### src/rtl/pc_sequencer_pkg.sv
// rtl/pc_sequencer_pkg.sv - shared types and constants for the PC sequencer
package pc_sequencer_pkg;

  typedef enum logic [1:0] {
    BOOT,
    RUN,
    HOLD
  } seq_state_e;

  typedef enum logic [1:0] {
    SEL_SEQ,
    SEL_BR,
    SEL_J,
    SEL_JR
  } redir_sel_e;

  localparam logic [31:0] PC_STEP = 32'd4;

endpackage

### src/rtl/pc_sequencer_if.sv
// rtl/pc_sequencer_if.sv - redirect inputs and PC outputs of the PC sequencer
interface pc_sequencer_if #(
  parameter int CNT_W = 32
);
  logic             stall;
  logic             branch_taken;
  logic [31:0]      branch_imm;
  logic             jump;
  logic [31:0]      jump_target;
  logic             jump_reg;
  logic [31:0]      reg_target;
  logic [31:0]      pc;
  logic [31:0]      pc_plus4;
  logic [3:0]       pc_upper;
  logic             fetch_valid;
  logic             misalign_err;
  logic [CNT_W-1:0] adv_count;

  modport master (
    output stall, branch_taken, branch_imm, jump, jump_target, jump_reg, reg_target,
    input  pc, pc_plus4, pc_upper, fetch_valid, misalign_err, adv_count
  );

  modport slave (
    input  stall, branch_taken, branch_imm, jump, jump_target, jump_reg, reg_target,
    output pc, pc_plus4, pc_upper, fetch_valid, misalign_err, adv_count
  );

endinterface

### src/rtl/pc_sequencer_next_sel.sv
// rtl/pc_sequencer_next_sel.sv - next-PC priority mux and branch adder
module pc_next_sel
  import pc_sequencer_pkg::*;
(
  input  logic [31:0] pc_plus4_i,
  input  logic        branch_taken_i,
  input  logic [29:0] branch_imm_i,
  input  logic        jump_i,
  input  logic [31:0] jump_target_i,
  input  logic        jump_reg_i,
  input  logic [29:0] reg_word_i,
  output logic [31:0] next_pc_o,
  output redir_sel_e  sel_o
);

  logic [31:0] branch_pc;

  // Immediate is in words; bits shifted out above [29] are lost by the 32-bit wrap.
  assign branch_pc = pc_plus4_i + {branch_imm_i, 2'b00};

  always_comb begin
    sel_o     = SEL_SEQ;
    next_pc_o = pc_plus4_i;
    if (jump_reg_i) begin
      sel_o     = SEL_JR;
      next_pc_o = {reg_word_i, 2'b00};
    end else if (jump_i) begin
      sel_o     = SEL_J;
      next_pc_o = jump_target_i;
    end else if (branch_taken_i) begin
      sel_o     = SEL_BR;
      next_pc_o = branch_pc;
    end
  end

endmodule

### src/rtl/pc_sequencer.sv
// rtl/pc_sequencer.sv - architectural PC with stall, pending redirect and advance count
module pc_sequencer
  import pc_sequencer_pkg::*;
#(
  parameter logic [31:0] RESET_VECTOR = 32'h0000_0000,
  parameter int          CNT_W        = 32
) (
  input  logic           clk_i,
  input  logic           rst_i,
  pc_sequencer_if.slave  bus
);

  seq_state_e       state_q, state_d;
  logic [31:0]      pc_q, pc_d;
  logic [31:0]      pend_q, pend_d;
  logic [CNT_W-1:0] cnt_q, cnt_d;
  logic             err_q, err_d;
  logic [31:0]      pc_plus4;
  logic [31:0]      next_pc;
  redir_sel_e       sel;
  logic             redirect;

  assign pc_plus4 = pc_q + PC_STEP;
  assign redirect = (sel != SEL_SEQ);

  pc_next_sel u_next_sel (
    .pc_plus4_i     (pc_plus4),
    .branch_taken_i (bus.branch_taken),
    .branch_imm_i   (bus.branch_imm[29:0]),
    .jump_i         (bus.jump),
    .jump_target_i  (bus.jump_target),
    .jump_reg_i     (bus.jump_reg),
    .reg_word_i     (bus.reg_target[31:2]),
    .next_pc_o      (next_pc),
    .sel_o          (sel)
  );

  always_ff @(posedge clk_i or posedge rst_i) begin
    if (rst_i) begin
      state_q <= BOOT;
      pc_q    <= RESET_VECTOR;
      pend_q  <= '0;
      cnt_q   <= '0;
      err_q   <= 1'b0;
    end else begin
      state_q <= state_d;
      pc_q    <= pc_d;
      pend_q  <= pend_d;
      cnt_q   <= cnt_d;
      err_q   <= err_d;
    end
  end

  always_comb begin
    state_d = state_q;
    pc_d    = pc_q;
    pend_d  = pend_q;
    cnt_d   = cnt_q;
    err_d   = err_q;
    unique case (state_q)
      BOOT: state_d = RUN;
      RUN: begin
        if (!bus.stall) begin
          pc_d  = next_pc;
          cnt_d = cnt_q + CNT_W'(1);
        end else if (redirect) begin
          pend_d  = next_pc;
          state_d = HOLD;
        end
      end
      HOLD: begin
        // Newest redirect wins, whether it arrives during or on release of the stall.
        if (bus.stall) begin
          if (redirect) pend_d = next_pc;
        end else begin
          pc_d    = redirect ? next_pc : pend_q;
          cnt_d   = cnt_q + CNT_W'(1);
          pend_d  = '0;
          state_d = RUN;
        end
      end
      default: state_d = BOOT;
    endcase
    if (state_q != BOOT && sel == SEL_JR && bus.reg_target[1:0] != 2'b00) err_d = 1'b1;
  end

  assign bus.pc           = pc_q;
  assign bus.pc_plus4     = pc_plus4;
  assign bus.pc_upper     = pc_plus4[31:28];
  assign bus.fetch_valid  = (state_q != BOOT);
  assign bus.misalign_err = err_q;
  assign bus.adv_count    = cnt_q;

endmodule

### src/flat_wrapper.sv
// flat-port wrapper written by rule: the top's interface ports become plain ports
module pc_sequencer_flat import pc_sequencer_pkg::*;
#(
  parameter logic [31:0] RESET_VECTOR = 32'h0000_0000,
  parameter int          CNT_W        = 32
)
  (clk_i, rst_i, bus_stall, bus_branch_taken, bus_branch_imm, bus_jump, bus_jump_target, bus_jump_reg, bus_reg_target, bus_pc, bus_pc_plus4, bus_pc_upper, bus_fetch_valid, bus_misalign_err, bus_adv_count);
  pc_sequencer_if #(.CNT_W(CNT_W)) bus_i ();
  input  logic clk_i;
  input  logic rst_i;
  input wire logic [$bits(bus_i.stall)-1:0] bus_stall;
  input wire logic [$bits(bus_i.branch_taken)-1:0] bus_branch_taken;
  input wire logic [$bits(bus_i.branch_imm)-1:0] bus_branch_imm;
  input wire logic [$bits(bus_i.jump)-1:0] bus_jump;
  input wire logic [$bits(bus_i.jump_target)-1:0] bus_jump_target;
  input wire logic [$bits(bus_i.jump_reg)-1:0] bus_jump_reg;
  input wire logic [$bits(bus_i.reg_target)-1:0] bus_reg_target;
  output wire logic [$bits(bus_i.pc)-1:0] bus_pc;
  output wire logic [$bits(bus_i.pc_plus4)-1:0] bus_pc_plus4;
  output wire logic [$bits(bus_i.pc_upper)-1:0] bus_pc_upper;
  output wire logic [$bits(bus_i.fetch_valid)-1:0] bus_fetch_valid;
  output wire logic [$bits(bus_i.misalign_err)-1:0] bus_misalign_err;
  output wire logic [$bits(bus_i.adv_count)-1:0] bus_adv_count;
  assign bus_i.stall = bus_stall;
  assign bus_i.branch_taken = bus_branch_taken;
  assign bus_i.branch_imm = bus_branch_imm;
  assign bus_i.jump = bus_jump;
  assign bus_i.jump_target = bus_jump_target;
  assign bus_i.jump_reg = bus_jump_reg;
  assign bus_i.reg_target = bus_reg_target;
  assign bus_pc = bus_i.pc;
  assign bus_pc_plus4 = bus_i.pc_plus4;
  assign bus_pc_upper = bus_i.pc_upper;
  assign bus_fetch_valid = bus_i.fetch_valid;
  assign bus_misalign_err = bus_i.misalign_err;
  assign bus_adv_count = bus_i.adv_count;
  pc_sequencer #(.RESET_VECTOR(RESET_VECTOR), .CNT_W(CNT_W)) u_core (.clk_i(clk_i), .rst_i(rst_i), .bus(bus_i));
endmodule
### config.mk
export PLATFORM = sky130hd
export DESIGN_NAME = pc_sequencer_flat
export DESIGN_NICKNAME = d
export VERILOG_FILES = /design/src/rtl/pc_sequencer_pkg.sv /design/src/rtl/pc_sequencer_if.sv /design/src/rtl/pc_sequencer_next_sel.sv /design/src/rtl/pc_sequencer.sv /design/src/flat_wrapper.sv
export SDC_FILE = /design/constraint.sdc
export NUM_CORES = 1
export LEC_CHECK = 0
export BUFFER_PORTS_ARGS = -buffer_cell sky130_fd_sc_hd__buf_2
export CAP_MARGIN = 20
export CORE_ASPECT_RATIO = 1.75
export CORE_UTILIZATION = 40
export DETAILED_ROUTE_END_ITERATION = 8
export GPL_TIMING_DRIVEN = 0
export PLACE_DENSITY = 0.64
export RECOVER_POWER = 25
export SYNTH_ARGS = -nofsm -noshare
export SYNTH_HDL_FRONTEND = slang
export SYNTH_HIERARCHICAL = 1
export SYNTH_SLANG_ARGS = --single-unit
export TNS_END_PERCENT = 100
### constraint.sdc
create_clock -name clk_i -period 3.55 [get_ports clk_i]
set_clock_uncertainty 0.1 [all_clocks]
set_input_delay 0.5325 -clock clk_i [delete_from_list [all_inputs] [get_ports clk_i]]
set_output_delay 0.5325 -clock clk_i [all_outputs]
set_load 0.05 [all_outputs]
## Word level (Yosys, flattened, before mapping)

Cells that the tools add are included.

- Bitwise logic cells: 1
- Multiplexer cells: 17
- Reductions and logical operators: 12
- $add $sub $neg: 3
- Eq/ne operators: 7

Operator list:

| cell | number |
|---|---|
| 32-bit 2-to-1 mux | 8 |
| 32-bit one-hot mux with 2 select lines | 2 |
| 32-bit by 1-bit adder with 32-bit output, second input constant | 1 |
| 32-bit by 3-bit adder with 32-bit output, second input constant | 1 |
| 32-bit adder | 1 |
| 2-bit 2-to-1 mux | 5 |
| 2-bit nonzero test | 4 |
| 2-bit inequality test, second input constant | 3 |
| 2-bit one-hot mux with 3 select lines | 1 |
| 3-bit AND reduction | 2 |
| 2-bit == test, second input constant | 2 |
| 2-bit AND reduction | 2 |
| 2-bit by 1-bit == test with 1-bit output, second input constant | 1 |
| 1-bit logical AND | 2 |
| 2-bit zero test | 1 |
| 2-bit by 1-bit inequality test with 1-bit output, second input constant | 1 |
| 2-bit OR reduction | 1 |
| 1-bit 2-to-1 mux | 1 |
| 1-bit inverter | 1 |

- Word-level logic and storage cells: 45
- Bits of input ports: 102
- Register bits after elaboration: 99

## Longest topological paths before layout

Gate-level depths: netlist of the first run.

- Word-level depth: 8
- Mapped depth: 20
- Mapped depth without buffers: 19

## By module

The synthesis of the first run kept the hierarchy.

Modules (own cells, without submodules):

| module | seq. area each (µm²) | times used | cells each | area an instance (µm²) |
|---|---|---|---|---|
| pc_sequencer | 2477.4 | 1 | 523 | 5131.2 |
| pc_next_sel | 0.0 | 1 | 375 | 2507.4 |

## Worst setup path before layout of the first run

Ideal clock, no wire load.

- Path kind: flip-flop to flip-flop
- Start point: register u_core.pc_q[2], in the netlist u_core/bus.pc[2]
- End point: register u_core.pc_q[31], in the netlist u_core/bus.pc[31]
- Buffers on the path: 0
- Stages on the path, launching flop included: 20
- Data required time: 3384 ps
- Setup slack: -1625 ps
- Arrival time: 5009 ps
- Path through: dfrtp_1 > ha_1 > nand3_1 > or2_1 > nor3_2 > nand4_1 > xnor2_1 > ha_1 > nand2_1 > nand2_1 > a211o_2 > a211oi_1 > o21ai_0 > a41oi_2 > nor4_1 > or3_1 > nand4_1 > mux2i_1 > a21oi_1 > o22a_1

- Word-level cells in the longest chain between the ends: 8
- Elaborated cells on any way between the ends: 9
- Classes of those cells: add/sub: 2; mux: 7

Ends and longest elaborated chain:

| what | line | source |
|---|---|---|
| from (decl) | pc_sequencer.sv:14 | `logic [31:0] pc_q, pc_d;` |
| from (signal assigned) | pc_sequencer.sv:47 | `pc_q <= pc_d;` |
| 32-bit by 3-bit adder with 32-bit output * | pc_sequencer.sv:23 | `assign pc_plus4 = pc_q + PC_STEP;` |
| net bus_pc_plus4[28] | flat_wrapper.sv:19 | `output wire logic [$bits(bus_i.pc_plus4)-1:0] bus_pc_plus4;` |
| 32-bit adder * | pc_sequencer_next_sel.sv:19 | `assign branch_pc = pc_plus4_i + {branch_imm_i, 2'b00};` |
| 32-bit 2-to-1 mux * | pc_sequencer_next_sel.sv:30 | `end else if (branch_taken_i) begin` |
| 32-bit 2-to-1 mux * | pc_sequencer_next_sel.sv:27 | `end else if (jump_i) begin` |
| 32-bit 2-to-1 mux * | pc_sequencer_next_sel.sv:24 | `if (jump_reg_i) begin` |
| net u_core.next_pc[31] | pc_sequencer.sv:19 | `logic [31:0] next_pc;` |
| 32-bit 2-to-1 mux | - |  |
| 32-bit 2-to-1 mux | pc_sequencer.sv:73 | `if (bus.stall) begin` |
| 32-bit one-hot mux with 2 select lines * | pc_sequencer.sv:60 | `unique case (state_q)` |

The timed path passes the listed nets; every way through them passes the cells marked *. The select of a mux whose other input is x is not followed.
A chain may end at the register's enable or synchronous reset.

## Final worst setup path of the first run

- Start point: register u_core.pc_q[2], in the netlist u_core/bus.pc[2]
- End point: register u_core.pc_q[25], in the netlist u_core/bus.pc[25]

- Word-level cells in the longest chain between the ends: 8
- Elaborated cells on any way between the ends: 9
- Classes of those cells: add/sub: 2; mux: 7

Ends and longest elaborated chain:

| what | line |
|---|---|
| 32-bit by 3-bit adder with 32-bit output * | pc_sequencer.sv:23 |
| 32-bit adder | pc_sequencer_next_sel.sv:19 |
| 32-bit 2-to-1 mux * | pc_sequencer_next_sel.sv:30 |
| 32-bit 2-to-1 mux * | pc_sequencer_next_sel.sv:27 |
| 32-bit 2-to-1 mux * | pc_sequencer_next_sel.sv:24 |
| net u_core.next_pc[25] | pc_sequencer.sv:19 |
| 32-bit 2-to-1 mux | - |
| 32-bit 2-to-1 mux | pc_sequencer.sv:73 |
| 32-bit one-hot mux with 2 select lines * | pc_sequencer.sv:60 |

Marks and branches as above.

==> metrics.md, run 1 <==
| Metric | Value |
|---|---|
| Vias in the first global route | `8002` |
| Final Wtd Congestion | `0.947` |
| Root Buffer Master | `clkbuf_16` |
| DRC | `0` |
| Initial antenna violation count | `0` |
| Crit-path cells | `buf_4 > nand4_1 > nor4_4 > buf_6 > nand3_4 > xnor2_4 > ha_4 > a21o_1 > a21o_1 > a21o_1 > or3_4 > o21ai_4 > buf_4 > o21ai_2 > mux2i_1 > nor2_2 > nand2_1 > a32oi_2 > o22a_1` |
| Slew margin rel. | `-16.3%` |
| Flop-to-flop setup slack | `-0.52 ns` |
| Peak VDD IR | `0.000563 V` |
| Via Count | `8116` |
| Final max-slew violation count | `71` |
| Area of the core | `18700 um^2` |
| Delay-heaviest family, CP | `compound AO/OA/AOI/OAI gates` |
| Max incr delay on CP | `0.43 ns` |
| Setup Crit Path Kind | `reg2reg` |
| Main synth FF type | `dfrtp_1` |
| Worst path arrival time | `4.25 ns` |
| DR iter-0 viols | `518` |
| Ys Warns | `6` |
| Setup violations, final | `34` |
| Initial Util | `40.9%` |
| I/O Buffers | `201` |
| CTS tree | `done` |
| Detailed Place HPWL | `21.4 mm` |
| Worst EP required | `3.73 ns` |
| #FFs+latches synth | `99` |
| Ant. Diodes | `0` |
| CP Buf/Inv Count | `3` |
| Final net count | `1312` |
| Total GRT Usage | `27.8%` |
| Die ar. | `19700 um^2` |
| Pre-antenna DRT Iters | `7` |
| Cell variety after synth | `73` |
| CTS H-Tree Depth | `3` |
| Post-Synthesis Cells | `898` |
| Drt via density | `5.73` |
| Row count | `66` |
| Total grt overflow | `0` |
| Crit. End Element | `register` |
| Die Width | `106 um` |
| CTS Buffer Depth | `2` |
| CP Max Fanout | `7` |
| CTS buffer count | `9` |
| WL final | `27.6 mm` |
| Clk Latency, worst-skew pair | `0.35 ns` |
| Die height | `185 um` |
| DRT antenna net count | `0` |
| Synth-to-layout area growth | `41.9%` |
| Placement Setup Slack | `-1.07 ns` |
| CP Launch Type | `register` |
| Final Worst Setup Slack | `-0.521 ns` |
| Synth async-reset ratio | `100%` |
| Post-synthesis sequential area ratio | `32.4%` |
| Mapped Avg Cell Area | `8.51 um^2` |
| End-of-flow core utilization | `58.1%` |
| Syn Nets | `1035` |
| Worst slew pin tran | `1.74 ns` |
| Routed wire length per instance | `19.5 um` |
| CTS Sinks | `99` |
| Maxcap violations | `1` |
| Violated checks | `capacitance limit, slew limit, setup timing` |
| Status | `finished with violations` |
| Largest net degree at the start of global routing | `71` |
| Cell mode on critical path | `a21o_1` |
| Layout cells sized above 1 | `39.7%` |
| Io pins | `204` |
| Number of synthesized flops with an enable pin | `0` |
| Pwr per Cell Area | `1020 nW/um^2` |
| Global-route wire length before repair | `41.9 mm` |
| Worst path slowest cell | `dfrtp_2` |
| CTS clk-pin slew, worst paths | `0.07 ns` |
| Static leakage | `4.81 nW` |
| Hold Violations, Final | `0` |
| Unrepaired setup endpoints after global routing | `true` |
| Hold Buf Count CTS | `0` |
| Max Fclk | `0.246 GHz` |
| Netlist area before placement | `7640 um^2` |
| Tcrit/Tclk final | `115%` |
| Final min period | `4.07 ns` |
| Worst hold-check path type | `in2async` |
==> power breakdown <==
part           switching (mW)  internal, mW  total [mW]
sequential              0.479          1.55        2.03
combinational            4.89          3.04        7.93
clock                   0.425         0.689        1.11
==> metal layers <==
| layer | GRT usage (%) | vias to the layer above | wire length [um] |
|---|---|---|---|
| li1 | - | 3827 | - |
| met2 | 53.5 | 296 | 15000 |
| met3 | 2.78 | 74 | 1210 |
| met5 | 0 | - | 0 |
| met4 | 13.5 | 0 | 1170 |
| met1 | 29.8 | 3919 | 10300 |
==> metrics by stage <==
step                hold slack (ns)  instance area [um^2]  TNS (ns)  total power, mW  instances
global placement              0.357                  9410   -125.58             8.76       1337
CTS                          0.0858                 10500     -7.25             10.6       1389
global route                  0.401                 10800    -14.99             11.7       1417
finish                        0.365                 10800     -9.78             11.1       1417
detailed placement            0.358                  9440    -24.47             8.81       1338
floorplan                     0.349                  8110    -23.91             7.21        898
==> registers in the layout (all words and copies together) (netlist names) <==
register                 count
u_core/bus.adv_count        32
u_core/pend_q               32
u_core/bus.misalign_err      1
u_core/bus.pc               32
u_core/state_q               2
==> worst reg2reg max path: stages (launching register included) <==
cell	delay, ns
dfrtp_2	0.43
buf_4	0.16
nand4_1	0.18
nor4_4	0.22
buf_6	0.19
nand3_4	0.10
xnor2_4	0.19
ha_4	0.23
a21o_1	0.18
a21o_1	0.17
a21o_1	0.18
or3_4	0.35
o21ai_4	0.27
buf_4	0.17
o21ai_2	0.05
mux2i_1	0.13
nor2_2	0.18
nand2_1	0.09
a32oi_2	0.26
o22a_1	0.16
==> kinds of logic after synthesis <==
group | count (synthesis) | share of synthesized area [%]
AOI/OAI and AO/OA | 261 | 24.2
xor gates and xnor gates | 79 | 9.06
adders and majority gates | 35 | 5.83
buffers and inverters | 77 | 4.62
DFF | 99 | 32.4
muxes | 35 | 4.65
and+or+nand+nor | 312 | 19.2
==> path summary, 6_finish.rpt <==
kind                       depth (start not counted)                  endpoint                      from
hold / removal                                     2          u_core/pend_q[4]                     rst_i
min in group clk_i                                 1  u_core/bus.adv_count[31]  u_core/bus.adv_count[31]
setup / recovery                                  19         u_core/bus.pc[25]          u_core/bus.pc[2]
hold reg to reg                                    1  u_core/bus.adv_count[31]  u_core/bus.adv_count[31]
setup reg to reg                                  19         u_core/bus.pc[25]          u_core/bus.pc[2]
max in group asynchronous                          3         u_core/bus.pc[12]                     rst_i
==> cells in the mapped netlist (3+ instances only) <==
master	instances	area, um^2
o21ai_1	7	35.0
a21oi_2	5	43.8
nor2b_1	3	18.8
nand3_1	37	185
clkbuf_1	35	131
nor2_1	82	308
a22o_1	19	166
and3_1	11	68.8
xnor2_1	63	552
mux2_2	4	45.0
o21bai_1	9	67.6
o21ai_0	37	185
o22ai_1	6	37.5
mux2i_1	31	310
a32oi_1	19	166
nand2_1	110	413
nand4_1	18	113
buf_4	7	52.6
nor3_1	16	80.1
a21o_1	13	97.6
a21oi_1	67	335
xor2_1	16	140
inv_1	22	82.6
nor3b_1	3	22.5
buf_1	6	22.5
o221ai_1	4	35.0
and4_1	5	43.8
nand2b_1	3	18.8
a211oi_1	3	22.5
o21a_1	5	37.5
a22oi_1	4	30.0
o22a_1	33	289
or3_1	5	31.3
dfrtp_1	99	2480
nor4_1	3	18.8
ha_1	34	425
o211ai_1	6	45.0
==> cell usage in the layout (no fill, tap or decap), types with 11 or more instances in the layout <==
| master | synthesis | final |
|---|---|---|
| xnor2_1 | 63 | 44 |
| nor2_1 | 82 | 76 |
| ha_4 | 0 | 18 |
| buf_4 | 7 | 71 |
| mux2i_1 | 31 | 31 |
| a21oi_1 | 67 | 50 |
| a32oi_1 | 19 | 18 |
| a21oi_2 | 5 | 20 |
| a22o_1 | 19 | 19 |
| a21o_1 | 13 | 13 |
| nand4_1 | 18 | 18 |
| dfrtp_2 | 0 | 18 |
| o21ai_0 | 37 | 26 |
| nor3_1 | 16 | 14 |
| ha_1 | 34 | 13 |
| inv_1 | 22 | 20 |
| dfrtp_1 | 99 | 81 |
| clkbuf_1 | 35 | 31 |
| buf_2 | 2 | 203 |
| nand2_1 | 110 | 105 |
| o22a_1 | 33 | 33 |
| nand3_1 | 37 | 27 |
| xnor2_4 | 0 | 11 |
==> repair_timing <==
item,CTS,global route
resized for setup,85,38
endpoints found under the setup margin,42,41
pin swaps,61,40
setup buffers,40,28
==> area by class of cell <==
type,count,area (um^2)
clock buffers,9,225
multi-input cells,722,5810
fillers,1707,7820
inverters,23,90.1
clock inverters,6,113
plain buffers,50,259
well taps,238,298
repair buffers,270,1540
flip-flops and latches,99,2500
Power figures use the tool's default switching activity.
==> inputs of run 2 (changes only) <==
--- a/config.mk
+++ b/config.mk
@@ -11,7 +11,8 @@
 export CORE_UTILIZATION = 40
 export DETAILED_ROUTE_END_ITERATION = 8
 export GPL_TIMING_DRIVEN = 0
-export PLACE_DENSITY = 0.64
+export MAX_ROUTING_LAYER = met4
+export PLACE_DENSITY = 0.74
 export RECOVER_POWER = 25
 export SYNTH_ARGS = -nofsm -noshare
 export SYNTH_HDL_FRONTEND = slang
==> metrics.md, run 2 (synthesized netlist as in run 1, its figures left out) <==
| Metric | Value |
|---|---|
| Status | `finished with violations (unchanged)` |
| Violated checks | `capacitance limit, slew limit, setup timing (unchanged)` |
| Layout cells sized above 1 | `38.9% (was 39.7%)` |
| Clk Latency, worst-skew pair | `0.35 ns (about the same)` |
| CP Max Fanout | `7 (unchanged)` |
| Drt via density | `5.83 (was 5.73)` |
| Final Worst Setup Slack | `-0.613 ns (was -0.521 ns)` |
| End-of-flow core utilization | `57.7% (was 58.1%)` |
| WL final | `27.3 mm (was 27.6 mm)` |
| Detailed Place HPWL | `20.9 mm (was 21.4 mm)` |
| Worst path slowest cell | `dfrtp_2 (unchanged)` |
| Pwr per Cell Area | `1020 nW/um^2 (about the same)` |
| Initial antenna violation count | `0 (unchanged)` |
| Peak VDD IR | `0.000707 V (was 0.000563 V)` |
| CTS buffer count | `9 (unchanged)` |
| Routed wire length per instance | `19.3 um (was 19.5 um)` |
| Via Count | `8239 (was 8116)` |
| Hold Violations, Final | `0 (unchanged)` |
| Worst path arrival time | `4.35 ns (was 4.25 ns)` |
| Area of the core | `18700 um^2 (unchanged)` |
| Pre-antenna DRT Iters | `5 (was 7)` |
| Static leakage | `4.79 nW (was 4.81 nW)` |
| Commonest non-fill, non-tap cell in the layout | `buf_2 (unchanged)` |
| Vias in the first global route | `8109 (was 8002)` |
| Die Width | `106 um (unchanged)` |
| DR iter-0 viols | `635 (was 518)` |
| Final max-slew violation count | `44 (was 71)` |
| Worst hold-check path type | `reg2reg (was in2async)` |
| Placement Setup Slack | `-1.17 ns (was -1.07 ns)` |
| CTS Buffer Depth | `2 (unchanged)` |
| Most frequent cells in the layout | `buf_2, nand2_1, dfrtp_1, nor2_1, buf_4 (unchanged)` |
| Root Buffer Master | `clkbuf_16 (unchanged)` |
| Initial Util | `40.9% (unchanged)` |
| Die ar. | `19700 um^2 (unchanged)` |
| DRC | `0 (unchanged)` |
| Post-route cell area | `10800 um^2 (about the same)` |
| Setup Crit Path Kind | `reg2reg (unchanged)` |
| Tcrit/Tclk final | `117% (was 115%)` |
| Worst slew pin tran | `1.94 ns (was 1.74 ns)` |
| DP Area | `9440 um^2 (unchanged)` |
| Max incr delay on CP | `0.43 ns (about the same)` |
| CTS clk-pin slew, worst paths | `0.07 ns (about the same)` |
| Finished Layout Cells | `1413 (was 1417)` |
| CTS Sinks | `99 (unchanged)` |
| Worst EP required | `3.74 ns (was 3.73 ns)` |
| Io pins | `204 (unchanged)` |
| Max Fclk | `0.240 GHz (was 0.246 GHz)` |
| Ant. Diodes | `0 (unchanged)` |
| Cell mode on critical path | `a21o_1 (unchanged)` |
| CTS H-Tree Depth | `3 (unchanged)` |
| Total grt overflow | `0 (unchanged)` |
| Maxcap violations | `1 (unchanged)` |
| Crit-path cells | `buf_4 > nand4_1 > nor4_4 > buf_6 > nand3_4 > xnor2_4 > ha_4 > a21o_1 > a21o_1 > a21o_1 > or3_4 > o21ai_4 > o311ai_2 > xnor2_1 > o221ai_2 > nand2_1 > a32oi_2 > o22a_1 (was buf_4 > nand4_1 > nor4_4 > buf_6 > nand3_4 > xnor2_4 > ha_4 > a21o_1 > a21o_1 > a21o_1 > or3_4 > o21ai_4 > buf_4 > o21ai_2 > mux2i_1 > nor2_2 > nand2_1 > a32oi_2 > o22a_1)` |
| Setup violations, final | `34 (unchanged)` |
| Row count | `66 (unchanged)` |
| DRT antenna net count | `0 (unchanged)` |
| Unrepaired setup endpoints after global routing | `true (unchanged)` |
| Crit. End Element | `register (unchanged)` |
| CTS tree | `done (unchanged)` |
| Slew margin rel. | `-30.0% (was -16.3%)` |
| Placed cells | `1338 (unchanged)` |
| Tot Pwr | `10.9 mW (was 11.1 mW)` |
| Final Wtd Congestion | `1.02 (was 0.947)` |
| Final min period | `4.16 ns (was 4.07 ns)` |
| Global-route wire length before repair | `41.3 mm (was 41.9 mm)` |
| Synth-to-layout area growth | `40.9% (was 41.9%)` |
| Final net count | `1307 (was 1312)` |
| Total GRT Usage | `27.8% (about the same)` |
| Largest net degree at the start of global routing | `58 (was 71)` |
| Die height | `185 um (unchanged)` |
| I/O Buffers | `201 (unchanged)` |
| CP Launch Type | `register (unchanged)` |
-- run 2: final timing paths --
check / from / endpoint / slack [ns] / depth (start not counted)
worst min register to register: u_core/bus.misalign_err / u_core/bus.misalign_err / 0.38 / 1
worst max-delay path: u_core/bus.pc[2] / u_core/bus.pc[29] / -0.61 / 18
max in group asynchronous: rst_i / u_core/bus.adv_count[29] / 0.66 / 3
worst min-delay path: u_core/bus.misalign_err / u_core/bus.misalign_err / 0.38 / 1
worst max register to register: u_core/bus.pc[2] / u_core/bus.pc[29] / -0.61 / 18
min in group asynchronous: rst_i / u_core/bus.pc[4] / 0.58 / 2
-- run 2: stage by stage --
step | hold slack (ns) | TNS (ns)
2_1_floorplan | 0.349 | -23.91
6_report | 0.378 | -12.07
5_1_grt | 0.402 | -17.83
3_5_place_dp | 0.357 | -23.42
3_3_place_gp | 0.360 | -120.95
4_1_cts | 0.172 | -8.71
-- run 2: worst max-delay path: cells and delay by family (launching register included) --
family,cells,cell delay (ns)
DFF,1,0.43
buffers and inverters,2,0.32
AOI/OAI and AO/OA,8,1.67
and+or+nand+nor,5,1.01
xor gates and xnor gates,2,0.36
adders and majority gates,1,0.23
-- run 2: cell type report --
class	instances	area [um^2]
clock inverters	6	90.1
plain buffers	50	256
flip-flops and latches	99	2500
fillers	1655	7900
repair buffers	265	1510
well taps	238	298
inverters	23	87.6
multi-input cells	722	5790
clock buffers	10	229
-- run 2: metal layers --
layer  global-route usage [%]  wire length [um]  vias to the layer above
li1                         -                 -                     3816
met1                     28.2              9690                     3944
met2                     52.0             14600                      372
met3                     3.38              1580                      107
met4                     14.0              1490                        0
met5                        -                 0                        -
-- run 2: what timing repair did --
action                                  CTS  global route
hold buffers                              0             0
gates resized for setup                  55            71
endpoints found under the setup margin   40            45
pin swaps                                48            39
setup buffers                            36            27
-- run 2: power breakdown --
part | switching, mW | total, mW | internal (mW)
logic | 4.85 | 7.85 | 3.00
clock network | 0.425 | 1.05 | 0.620
registers | 0.506 | 2.05 | 1.55
